## src/rtl/lcd_menu_writer.sv

```systemverilog
// Menu renderer: tracks a wrap-around selection from button pulses and redraws
// an N_LINES x LINE_CHARS LCD through an Avalon-MM slave, one write per frame slot k.
module lcd_menu_writer #(
  parameter int N_OPTIONS  = 4,
  parameter int LINE_CHARS = 16,
  parameter int N_LINES    = 2,
  parameter int CW         = $clog2(N_OPTIONS),
  parameter int TAW        = $clog2(N_OPTIONS*N_LINES*LINE_CHARS)
) (
  input  logic           clk,
  input  logic           rst_n,
  input  logic           btn_next,
  input  logic           btn_prev,
  output logic [CW-1:0]  menu_choice,
  output logic [TAW-1:0] text_addr,
  input  logic [7:0]     text_char,
  output logic           address,
  output logic           chipselect,
  output logic           byteenable,
  output logic           read,
  output logic           write,
  output logic [7:0]     writedata,
  input  logic           waitrequest,
  output logic           busy,
  output logic           frame_done
);

  localparam int NW = 1 + N_LINES*LINE_CHARS + (N_LINES-1);
  localparam int KW = $clog2(NW+1);
  localparam logic [KW-1:0] K_LAST = KW'(NW-1);
  localparam logic [KW-1:0] K_CMD  = KW'(LINE_CHARS+1);

  // Handshake: a write is held with stable address/writedata while write=1 and
  // waitrequest=1; it is accepted on the rising edge where waitrequest=0.
  typedef enum logic [1:0] {IDLE = 2'd0, ISSUE = 2'd1, GAP = 2'd2} state_t;

  state_t        state;
  logic [KW-1:0] k;
  logic          redraw_pending;

  logic [KW-1:0] k_nxt;
  logic          ln;
  logic [KW-1:0] col;
  logic          nxt_addr;
  logic [7:0]    nxt_data;
  logic          sel_change;
  logic [CW-1:0] choice_nxt;

  // k_nxt is the slot that the next ISSUE will carry; the ROM is addressed for it
  // ahead of time so the character can be registered on entry to ISSUE.
  always_comb begin
    k_nxt = '0;
    if (state == ISSUE)
      k_nxt = k;
    else if (state == GAP && !redraw_pending && k != K_LAST)
      k_nxt = k + 1'b1;
  end

  always_comb begin
    nxt_addr = 1'b1;
    nxt_data = text_char;
    ln       = 1'b0;
    col      = '0;
    if (k_nxt == '0) begin
      nxt_addr = 1'b0;
      nxt_data = 8'h01;
    end else if (N_LINES == 2 && k_nxt == K_CMD) begin
      nxt_addr = 1'b0;
      nxt_data = 8'hC0;
    end else if (k_nxt > K_CMD) begin
      ln  = 1'b1;
      col = k_nxt - KW'(LINE_CHARS+2);
    end else begin
      col = k_nxt - 1'b1;
    end
  end

  assign text_addr = TAW'(int'(menu_choice)*(N_LINES*LINE_CHARS)
                          + int'(ln)*LINE_CHARS + int'(col));

  always_comb begin
    sel_change = btn_next ^ btn_prev;
    choice_nxt = menu_choice;
    if (btn_next && !btn_prev)
      choice_nxt = (menu_choice == CW'(N_OPTIONS-1)) ? '0 : menu_choice + 1'b1;
    else if (btn_prev && !btn_next)
      choice_nxt = (menu_choice == '0) ? CW'(N_OPTIONS-1) : menu_choice - 1'b1;
  end

  always_ff @(posedge clk or negedge rst_n) begin
    if (!rst_n) begin
      state          <= IDLE;
      k              <= '0;
      menu_choice    <= '0;
      redraw_pending <= 1'b1;
      write          <= 1'b0;
      address        <= 1'b0;
      writedata      <= 8'h00;
      frame_done     <= 1'b0;
    end else begin
      frame_done <= 1'b0;
      if (sel_change) menu_choice <= choice_nxt;
      case (state)
        IDLE: begin
          if (redraw_pending) begin
            state          <= ISSUE;
            k              <= '0;
            redraw_pending <= 1'b0;
            write          <= 1'b1;
            address        <= nxt_addr;
            writedata      <= nxt_data;
          end
        end
        ISSUE: begin
          if (!waitrequest) begin
            state     <= GAP;
            write     <= 1'b0;
            address   <= 1'b0;
            writedata <= 8'h00;
          end
        end
        GAP: begin
          if (redraw_pending || k != K_LAST) begin
            state          <= ISSUE;
            k              <= k_nxt;
            redraw_pending <= 1'b0;
            write          <= 1'b1;
            address        <= nxt_addr;
            writedata      <= nxt_data;
          end else begin
            state      <= IDLE;
            frame_done <= 1'b1;
          end
        end
        default: state <= IDLE;
      endcase
      // A selection change on the same edge as a restart must survive it.
      if (sel_change) redraw_pending <= 1'b1;
    end
  end

  assign chipselect = write;
  assign byteenable = 1'b1;
  assign read       = 1'b0;
  assign busy       = (state != IDLE);

endmodule

```

## config.mk

```make
export PLATFORM = sky130hd
export DESIGN_NAME = lcd_menu_writer
export DESIGN_NICKNAME = d
export VERILOG_FILES = /design/src/rtl/lcd_menu_writer.sv
export SDC_FILE = /design/constraint.sdc
export NUM_CORES = 1
export LEC_CHECK = 0
export CORE_ASPECT_RATIO = 1.4
export CORE_MARGIN = 4
export CORE_UTILIZATION = 30
export CTS_CLUSTER_DIAMETER = 150
export DETAILED_ROUTE_END_ITERATION = 8
export GPL_TIMING_DRIVEN = 0
export HOLD_SLACK_MARGIN = 0.06
export PLACE_DENSITY_LB_ADDON = 0.3
export SLEW_MARGIN = 20
export SYNTH_ARGS = -nofsm -noshare
export SYNTH_HDL_FRONTEND = slang
export SYNTH_SLANG_ARGS = --single-unit
```

## constraint.sdc

```tcl
create_clock -name clk -period 4.45 [get_ports clk]
set_input_delay 1.1125 -clock clk [delete_from_list [all_inputs] [get_ports clk]]
set_output_delay 1.1125 -clock clk [all_outputs]
set_load 0.05 [all_outputs]
```

Word level (Yosys, flattened, before mapping)

Index checks and enable logic that the tools add are counted.

Output and inout port bits: 24
Flip-flop bits (word level): 22
Bits of input ports: 13
Bits in read-only memories: 0
Bits in latches: 0
Bits in writable memories: 0
Memories: 0
Logic and storage cells: 86

Multipliers: 0
Bitwise operators: 1
Muxes and demuxes: 39
Eq/ne operators: 9
$lt $le $gt $ge: 1
Reductions and logical operators: 21
Add/sub/neg operators: 7
Div/mod/pow operators: 0
Shifts and indexed selects: 0

Operators with widths:

| cell                                                                  | count |
|---|---|
| 6-bit two-way mux                                                     | 7 |
| 8-bit two-way mux                                                     | 5 |
| 8-bit case mux with 3 select lines                                    | 1 |
| 1-bit two-way mux                                                     | 15 |
| 2-bit two-way mux                                                     | 6 |
| 6-bit case mux with 2 select lines                                    | 1 |
| 7-bit by 5-bit adder with 7-bit output                                | 1 |
| 7-bit by 6-bit adder with 7-bit output                                | 1 |
| 6-bit by 1-bit adder with 6-bit output, second input constant         | 1 |
| 6-bit by 5-bit equality test with 1-bit output, second input constant | 1 |
| 6-bit by 5-bit > comparator with 1-bit output, second input constant  | 1 |
| 6-bit logical NOT                                                     | 1 |
| 6-bit != test, second input constant                                  | 1 |
| 1-bit case mux with 3 select lines                                    | 2 |
| 2-bit case mux with 3 select lines                                    | 1 |
| 2-bit AND reduction                                                   | 3 |
| 2-bit nonzero test                                                    | 3 |
| 3-bit nonzero test                                                    | 2 |
| 6-bit by 1-bit subtractor with 6-bit output, second input constant    | 1 |
| 6-bit by 5-bit subtractor with 6-bit output, second input constant    | 1 |
| 2-bit equality test, second input constant                            | 2 |
| 1-bit logical AND                                                     | 4 |
| 2-bit logical NOT                                                     | 2 |
| 2-bit != test, second input constant                                  | 2 |
| other kinds (11)                                                      | 13 |

Longest topological paths before layout

Gate-level depths: netlist of the first run.

Depth after elaboration: 11
Gate-level depth with buffers: 12
Mapped depth without buffers: 11

Worst setup path before layout of the first run

Ideal clock, no wire load.

Path type: reg2out
Start: reg k[1]
End: out text_addr[6]
Buffers on the path: 1
Slack: 0.226 ns
Stages on the path, launching flop included: 13
Data required time: 3.338 ns
Data arrival time: 3.112 ns
Cell sequence: dfrtp_1 > inv_1 > ha_1 > nand4bb_1 > o21ai_2 > buf_2 > o21ai_1 > nor3_1 > mux2i_1 > nor2_1 > ha_1 > fa_1 > xor2_1

Word-level cells in the longest chain between the ends: 10
Elaborated cells on any way between the ends: 18
Those cells by class: add/sub: 5; order compare: 1; eq/ne: 2; mux: 8; reduce/logical: 2

Ends and longest elaborated chain:

| what                                                                           | line | source |
|---|---|---|
| from (decl)                                                                    | 38   | `logic [KW-1:0] k;` |
| from (signal assigned)                                                         | 125  | `k <= k_nxt;` |
| branches (longest 3 deep; another with 6-bit by 1-bit adder with 6-bit output) | n/a  |  |
| 6-bit two-way mux (*)                                                          | 53   | `if (state == ISSUE)` |
| 6-bit by 5-bit > comparator with 1-bit output                                  | 70   | `end else if (k_nxt > K_CMD) begin` |
| 1-bit two-way mux                                                              | 70   |  |
| 1-bit two-way mux                                                              | 67   | `end else if (N_LINES == 2 && k_nxt == K_CMD) begin` |
| 1-bit two-way mux                                                              | 64   | `if (k_nxt == '0) begin` |
| 7-bit by 5-bit adder with 7-bit output                                         | 79   | `+ int'(ln)*LINE_CHARS + int'(col));` |
| 7-bit by 6-bit adder with 7-bit output (*)                                     | 79   |  |
| to (decl)                                                                      | 15   | `output logic [TAW-1:0] text_addr,` |

Every way passes the cells marked *.

Worst setup path in the final report of the first run

Ends and elaborated chain as after synthesis.

==> results.json, run 1 <==
{
  "status": "complete, no violations",
  "cts_max_level": 1,
  "post-layout-total-power_w": 0.00117,
  "timing.setup.critical_path_class": "register to primary output",
  "layoutNonFillerInstCount": 258,
  "intPower_w": 0.000607,
  "hold_depth": 1,
  "worst_setup_path_end_kind": "primary output",
  "die_width_um": 68.7,
  "drc_violations": 0,
  "chipHeight_um": 93.0,
  "avgViaCountPerCell": 5.06,
  "final_nets": 215,
  "clk_pin_slew_worst_paths_ps": 80,
  "rr_worst_depth": 8,
  "worst_pin_slew_ps": 614,
  "fmax_mhz": 233,
  "synth_ff_type": "sky130_fd_sc_hd__dfrtp_1",
  "crit_arrival_ps": 3180,
  "synth_sequential_area_ratio_pct": 35.7,
  "cap_viol_max_count": 0,
  "cts_made_buffers": 3,
  "power.switching_fraction_pct": 48.2,
  "max_slew_margin_pct": 59.0,
  "first_iter_violations": 37,
  "antenna_violations_before_repair": 0,
  "number_of_hold_slack_violations_in_the_final_timing_report": 0,
  "final.period_utilization_pct": 96.5,
  "rsz_0062_raised_after_global_routing": "yes",
  "wirelength_um": 3820,
  "synth_edf_count": 0,
  "io_buffer_count": 34,
  "syn-cell-area_mm2": 0.00155,
  "placed_cells_incl_taps": 254,
  "post-dp-hpwl_um": 2950,
  "rows": 30,
  "power.ir.vdd_worst_mv": 0.314,
  "synthesis.yosys.warnings": 0,
  "critical_path_required_ps": 3340,
  "vias": 1306,
  "post-place-ws_ps": -251,
  "post_cts_buffers": 0,
  "yosysUniqueCellTypes": 60,
  "highest-signal-layer": "met4",
  "placeableCoreArea_mm2": 0.00492,
  "detail-route-antenna-nets": 0,
  "layout.cells.most_common_list": "sky130_fd_sc_hd__clkdlybuf4s50_1, sky130_fd_sc_hd__dfrtp_1, sky130_fd_sc_hd__nand2_1",
  "finish.instance_area_mm2": 0.00206,
  "wl_met2_um": 1960,
  "firstDrtPassIters": 4,
  "met1Wirelength_um": 1690,
  "cts_tree": "done",
  "maximum_number_of_pins_on_one_net_before_global_route_repair": 23,
  "insertion_delay_ps": 260,
  "leakage_power_nw": 0.943,
  "postSynthNetCount": 176,
  "route.met3.wl_um": 130,
  "power.clock.fraction_pct": 15.8,
  "setup_violations": 0,
  "routabilityCongestion": 0.803,
  "final_common_cell": "sky130_fd_sc_hd__clkdlybuf4s50_1",
  "timing.critical_path.fanout_max": 10,
  "ys_async_sr_fraction_pct": 100,
  "syn2layout_area_growth_pct": 33.1,
  "hp-class": "register to register",
  "post-route-min-period_ps": 4290,
  "start_kind": "register",
  "clk_path_buf_depth": 2,
  "track_usage_pct": 12.6,
  "drive_gt1_share_pct": 17.5,
  "wl_per_cell_um": 14.8,
  "grt_overflow": 0,
  "maxSlewViolCount": 0,
  "seq_power_share_pct": 24.8,
  "initial_utilization_pct": 31.5,
  "n_antenna_cell": 0,
  "ctsHoldBuffers": 0,
  "pwr-share-comb_pct": 59.5,
  "syn-mean-instance-area_um2": 9.92,
  "netSwitchingPower_w": 0.000565,
  "cts-root-buf": "sky130_fd_sc_hd__clkbuf_8",
  "first_global_vias": 1330,
  "die_area_mm2": 0.00639,
  "post-route-worst-setup-slack_ps": 156,
  "synth.ff_latch_count": 22,
  "dpl_cell_area_mm2": 0.00197,
  "global_route_wire_length_before_repair_um": 6330,
  "pin_count": 37,
  "clock_skews_ps": 1.33,
  "netlist_instances": 156,
  "power_per_cell_area_mw_per_mm2": 569,
  "clock_sinks": 22
}
-- stage by stage --
step	hold slack [ps]	util [%]	setup TNS (ps)
after global placement	474	40.0	-504
after CTS	503	41.3	0
after global routing	514	41.9	-24.9
after detailed placement	484	40.0	-458
final	496	41.9	0
after floorplan	475	-	0
-- layer usage --
metal	up-vias	global-route usage, %
met4	0	3.41
met2	21	21.4
met1	634	16.1
met5	-	0
li1	647	-
met3	4	1.92
-- synth_stat cells (all sizes together), types with 2 or more instances --
library cell	instances	area [um^2]
and2	2	12.5
ha	6	75.1
and3	2	12.5
nand2b	3	18.8
a31oi	2	27.5
mux2i	2	20.0
inv	6	22.5
nand3	3	15.0
xor2	3	26.3
o21a	2	15.0
nor3	4	20.0
dfrtp	21	526
a32o	7	70.1
buf	8	47.5
o21bai	2	15.0
conb	2	7.51
nand2	15	56.3
a21boi	2	15.0
a21oi	6	33.8
nor2	9	50.1
o21ai	13	80.1
nor4b	2	32.5
nor3b	2	31.3
a21o	7	53.8
-- worst max-delay path: stages, from the launching register on --
cell and delay (ps):
sky130_fd_sc_hd__dfrtp_1 450, sky130_fd_sc_hd__inv_1 100, sky130_fd_sc_hd__ha_1 170, sky130_fd_sc_hd__nand4bb_1 170
sky130_fd_sc_hd__o21ai_2 230, sky130_fd_sc_hd__clkbuf_4 250, sky130_fd_sc_hd__o21ai_1 150, sky130_fd_sc_hd__nor3_4 180
sky130_fd_sc_hd__mux2i_1 200, sky130_fd_sc_hd__nor2_1 60, sky130_fd_sc_hd__ha_1 200, sky130_fd_sc_hd__fa_1 370
sky130_fd_sc_hd__xor2_1 150, sky130_fd_sc_hd__clkbuf_4 250
-- area by class of cell --
class / instances / area (um^2)
plain buffers: 9 / 53.8
clock buffers: 3 / 41.3
clock inverters: 1 / 30.0
fillers: 481 / 2860
inverters: 6 / 22.5
multi-input cells: 119 / 947
flip-flops and latches: 22 / 552
well taps: 64 / 80.1
repair buffers: 34 / 334
-- final timing paths --
path / start / end / slack (ps)
worst max-delay path: k[1]$_DFFE_PN0P_ / text_addr[6] / 160
worst min-delay path: writedata[1]$_DFFE_PN0P_ / writedata[1]$_DFFE_PN0P_ / 500
worst max register to register: k[1]$_DFFE_PN0P_ / writedata[2]$_DFFE_PN0P_ / 2130
worst min register to register: writedata[1]$_DFFE_PN0P_ / writedata[1]$_DFFE_PN0P_ / 500
max in group asynchronous: rst_n / redraw_pending$_DFFE_PN1P_ / 3300
min in group asynchronous: rst_n / k[5]$_DFFE_PN0P_ / 800
-- kinds of logic after synthesis --
logic type                 Yosys count  share of synthesized area [%]
AOI/OAI and AO/OA                   52                           27.6
and+or+nand+nor                     52                           21.7
DFF                                 22                           35.7
buffers and inverters               15                           4.77
adders and majority gates            7                           6.14
xor gates and xnor gates             4                           2.26
other                                2                          0.485
muxes                                2                           1.29
-- power groups by stage --
stage | logic [W] | clock network (W) | registers, W
finish | 0.000697 | 0.000185 | 0.000290
CTS | 0.000701 | 0.000190 | 0.000292
global placement | 0.000705 | 0 | 0.000296
floorplan | 0.000390 | 0 | 0.000401
detailed placement | 0.000707 | 0 | 0.000295
global route | 0.000744 | 0.000197 | 0.000301
-- registers in the layout, summed over array words and instances (netlist names) --
signal	flops
redraw_pending	1
writedata	8
k	6
menu_choice	2
state	2
chipselect	1
frame_done	1
address	1
-- repair_timing --
action	in CTS	in global routing
pin swaps	0	1
resized for setup	12	10
setup endpoints to repair	3	5
Power figures use the tool's default switching activity.
==> inputs of run 2 (changes only) <==
--- a/config.mk
+++ b/config.mk
@@ -6,7 +6,6 @@
 export NUM_CORES = 1
 export LEC_CHECK = 0
 export CORE_ASPECT_RATIO = 1.4
-export CORE_MARGIN = 4
 export CORE_UTILIZATION = 30
 export CTS_CLUSTER_DIAMETER = 150
 export DETAILED_ROUTE_END_ITERATION = 8
@@ -17,3 +16,4 @@
 export SYNTH_ARGS = -nofsm -noshare
 export SYNTH_HDL_FRONTEND = slang
 export SYNTH_SLANG_ARGS = --single-unit
+export TNS_END_PERCENT = 1
==> run 2 against run 1 <==
- setup slack got worse by 17 ps
- clock skew is 2.4 ps higher
- sequential power is essentially flat
- register-to-register slack about the same
- global-route usage increased by 1.7 points
- fmax down 0.40%
- core utilization is 0.38 points lower
- hold slack improved by 3.6 ps
- critical path depth is 4 lower
- non-clock buffer count up 1
==> results.json, run 2 (synthesis results as in run 1) <==
{
  "track_usage_pct": 14.3,
  "placed_cells_incl_taps": 254,
  "final.period_utilization_pct": 96.9,
  "layoutNonFillerInstCount": 259,
  "timing.critical_path.fanout_max": 10,
  "critPathMostFrequentCell": "sky130_fd_sc_hd__a21o_1",
  "chipHeight_um": 87.0,
  "crit_arrival_ps": 3200,
  "layout.cells.most_common_list": "sky130_fd_sc_hd__clkdlybuf4s50_1, sky130_fd_sc_hd__dfrtp_1, sky130_fd_sc_hd__nand2_1",
  "avgViaCountPerCell": 5.24,
  "die_area_mm2": 0.00545,
  "leakage_power_nw": 0.926,
  "rows": 30,
  "detail-route-antenna-nets": 0,
  "post-dp-hpwl_um": 2820,
  "post-route-min-period_ps": 4310,
  "cts_tree": "done",
  "final_nets": 216,
  "final_common_cell": "sky130_fd_sc_hd__clkdlybuf4s50_1",
  "pin_count": 37,
  "clk_pin_slew_worst_paths_ps": 80,
  "worst_pin_slew_ps": 611,
  "n_antenna_cell": 0,
  "drive_gt1_share_pct": 17.4,
  "cts_made_buffers": 3,
  "finish.instance_area_mm2": 0.00204,
  "die_width_um": 62.7,
  "timing.setup.critical_path_class": "register to primary output",
  "clock_sinks": 22,
  "wl_per_cell_um": 14.7,
  "max_slew_margin_pct": 59.2,
  "initial_utilization_pct": 31.5,
  "clock_skews_ps": 3.71,
  "critPathSlowestCell": "sky130_fd_sc_hd__clkdlybuf4s50_1",
  "cts_max_level": 1,
  "setup_violations": 0,
  "post-layout-total-power_w": 0.00114,
  "worst_setup_path_end_kind": "primary output",
  "dpl_cell_area_mm2": 0.00197,
  "antenna_violations_before_repair": 0,
  "critical_path_required_ps": 3340,
  "clk_path_buf_depth": 2,
  "hp-class": "register to register",
  "grt_overflow": 0,
  "largest_reg_flops": 8,
  "status": "complete, no violations",
  "cts-root-buf": "sky130_fd_sc_hd__clkbuf_8",
  "top_register": "writedata",
  "path_cells": "ha_1, nand3_1, a21o_1, a21o_1, and3_1, buf_2, o21ai_4, and2_1, clkdlybuf4s50_1",
  "first_global_vias": 1277,
  "global_route_wire_length_before_repair_um": 6130,
  "cap_viol_max_count": 0,
  "start_kind": "register",
  "io_buffer_count": 34,
  "critPathMaxStageDelay_ps": 790,
  "utilization_pct": 41.5,
  "power_per_cell_area_mw_per_mm2": 557,
  "fmax_mhz": 232,
  "routabilityCongestion": 0.848,
  "firstDrtPassIters": 4,
  "placeableCoreArea_mm2": 0.00492,
  "maximum_number_of_pins_on_one_net_before_global_route_repair": 23,
  "maxSlewViolCount": 0,
  "syn2layout_area_growth_pct": 31.9,
  "drc_violations": 0,
  "vias": 1357,
  "insertion_delay_ps": 260,
  "number_of_hold_slack_violations_in_the_final_timing_report": 0,
  "largestRegisters": "writedata (8), k (6)",
  "final.fill_count": 497,
  "wirelength_um": 3800,
  "power.ir.vdd_worst_mv": 0.348,
  "worst_hold_slack_ps": 500,
  "first_iter_violations": 38
}
run 2: cell count changes in the layout (fill, tap and decap cells not counted):
cell,change
sky130_fd_sc_hd__buf_4,+2
sky130_fd_sc_hd__buf_6,+1
sky130_fd_sc_hd__bufinv_16,-1
sky130_fd_sc_hd__clkbuf_4,-2
sky130_fd_sc_hd__clkbuf_8,+1
sky130_fd_sc_hd__clkdlybuf4s50_1,+1
sky130_fd_sc_hd__dlymetal6s2s_1,-1
sky130_fd_sc_hd__nor3_2,+1
sky130_fd_sc_hd__nor3_4,-1
sky130_fd_sc_hd__o31ai_1,+1
sky130_fd_sc_hd__o31ai_2,-1
run 2: where the power goes:
part / internal, W / switching (W) / leakage [nW]
logic: 0.000241 / 0.000458 / 0.609
clock network: 0.0000789 / 0.0000674 / 0.0288
registers: 0.000249 / 0.0000428 / 0.288
total: 0.000569 / 0.000568 / 0.926
run 2: worst paths after layout:
path                            slack [ps]  cells past startpoint                          to                      from
max in group asynchronous             3280                      1  redraw_pending$_DFFE_PN1P_                     rst_n
worst min register to register         500                      1    writedata[1]$_DFFE_PN0P_  writedata[1]$_DFFE_PN0P_
min in group asynchronous              800                      1            k[5]$_DFFE_PN0P_                     rst_n
worst min-delay path                   500                      1    writedata[1]$_DFFE_PN0P_  writedata[1]$_DFFE_PN0P_
worst max register to register        2140                      8    writedata[2]$_DFFE_PN0P_          k[1]$_DFFE_PN0P_
worst max-delay path                   140                      9                text_addr[3]          k[1]$_DFFE_PN0P_
run 2: layout make-up:
cell class,count,area [um^2],area share (%)
Clock buffer,4,55.1,2.70
Sequential cell,22,552,27.0
Multi-Input combinational cell,119,936,45.8
Timing Repair Buffer,35,339,16.6
Inverter,6,22.5,1.10
Tap cell,64,80.1,3.92
Buffer,9,57.6,2.82
run 2: what timing repair did:
action	4_1_cts	5_1_grt
endpoints found under the setup margin	3	4
gates resized for setup	12	9
setup buffers	0	1
hold buffers	0	0
pin swaps	0	2
gates cloned	0	0
run 2: worst max-delay path: cells and delay by family (launching register included):
family / cells / cell delay, ps
AOI/OAI and AO/OA: 3 / 770
adders and majority gates: 1 / 260
buffers and inverters: 2 / 950
DFF: 1 / 440
and+or+nand+nor: 3 / 510
run 2: per-stage QoR:
stage / worst slack [ps] / setup TNS, ps
after CTS: 3.84 / 0
final: 139 / 0
after global placement: -268 / -493
after detailed placement: -234 / -411
after floorplan: 226 / 0
after global routing: -10.3 / -10.3
run 2: per-layer routing:
metal  part of all wire (%)  up-vias  global-route usage (%)
li1                       -      651                       -
met1                     41      666                    17.2
met3                    3.0        8                    2.23
met2                     54       32                    25.4
met5                      0        -                       0
met4                    2.0        0                    5.50
==> inputs of run 3 (changes only) <==
--- a/config.mk
+++ b/config.mk
@@ -5,6 +5,7 @@
 export SDC_FILE = /design/constraint.sdc
 export NUM_CORES = 1
 export LEC_CHECK = 0
+export CAP_MARGIN = 25
 export CORE_ASPECT_RATIO = 1.4
 export CORE_UTILIZATION = 30
 export CTS_CLUSTER_DIAMETER = 150
==> results of run 3 <==
Same layout as run 2: the final DEF is identical, and so are final timing and power.
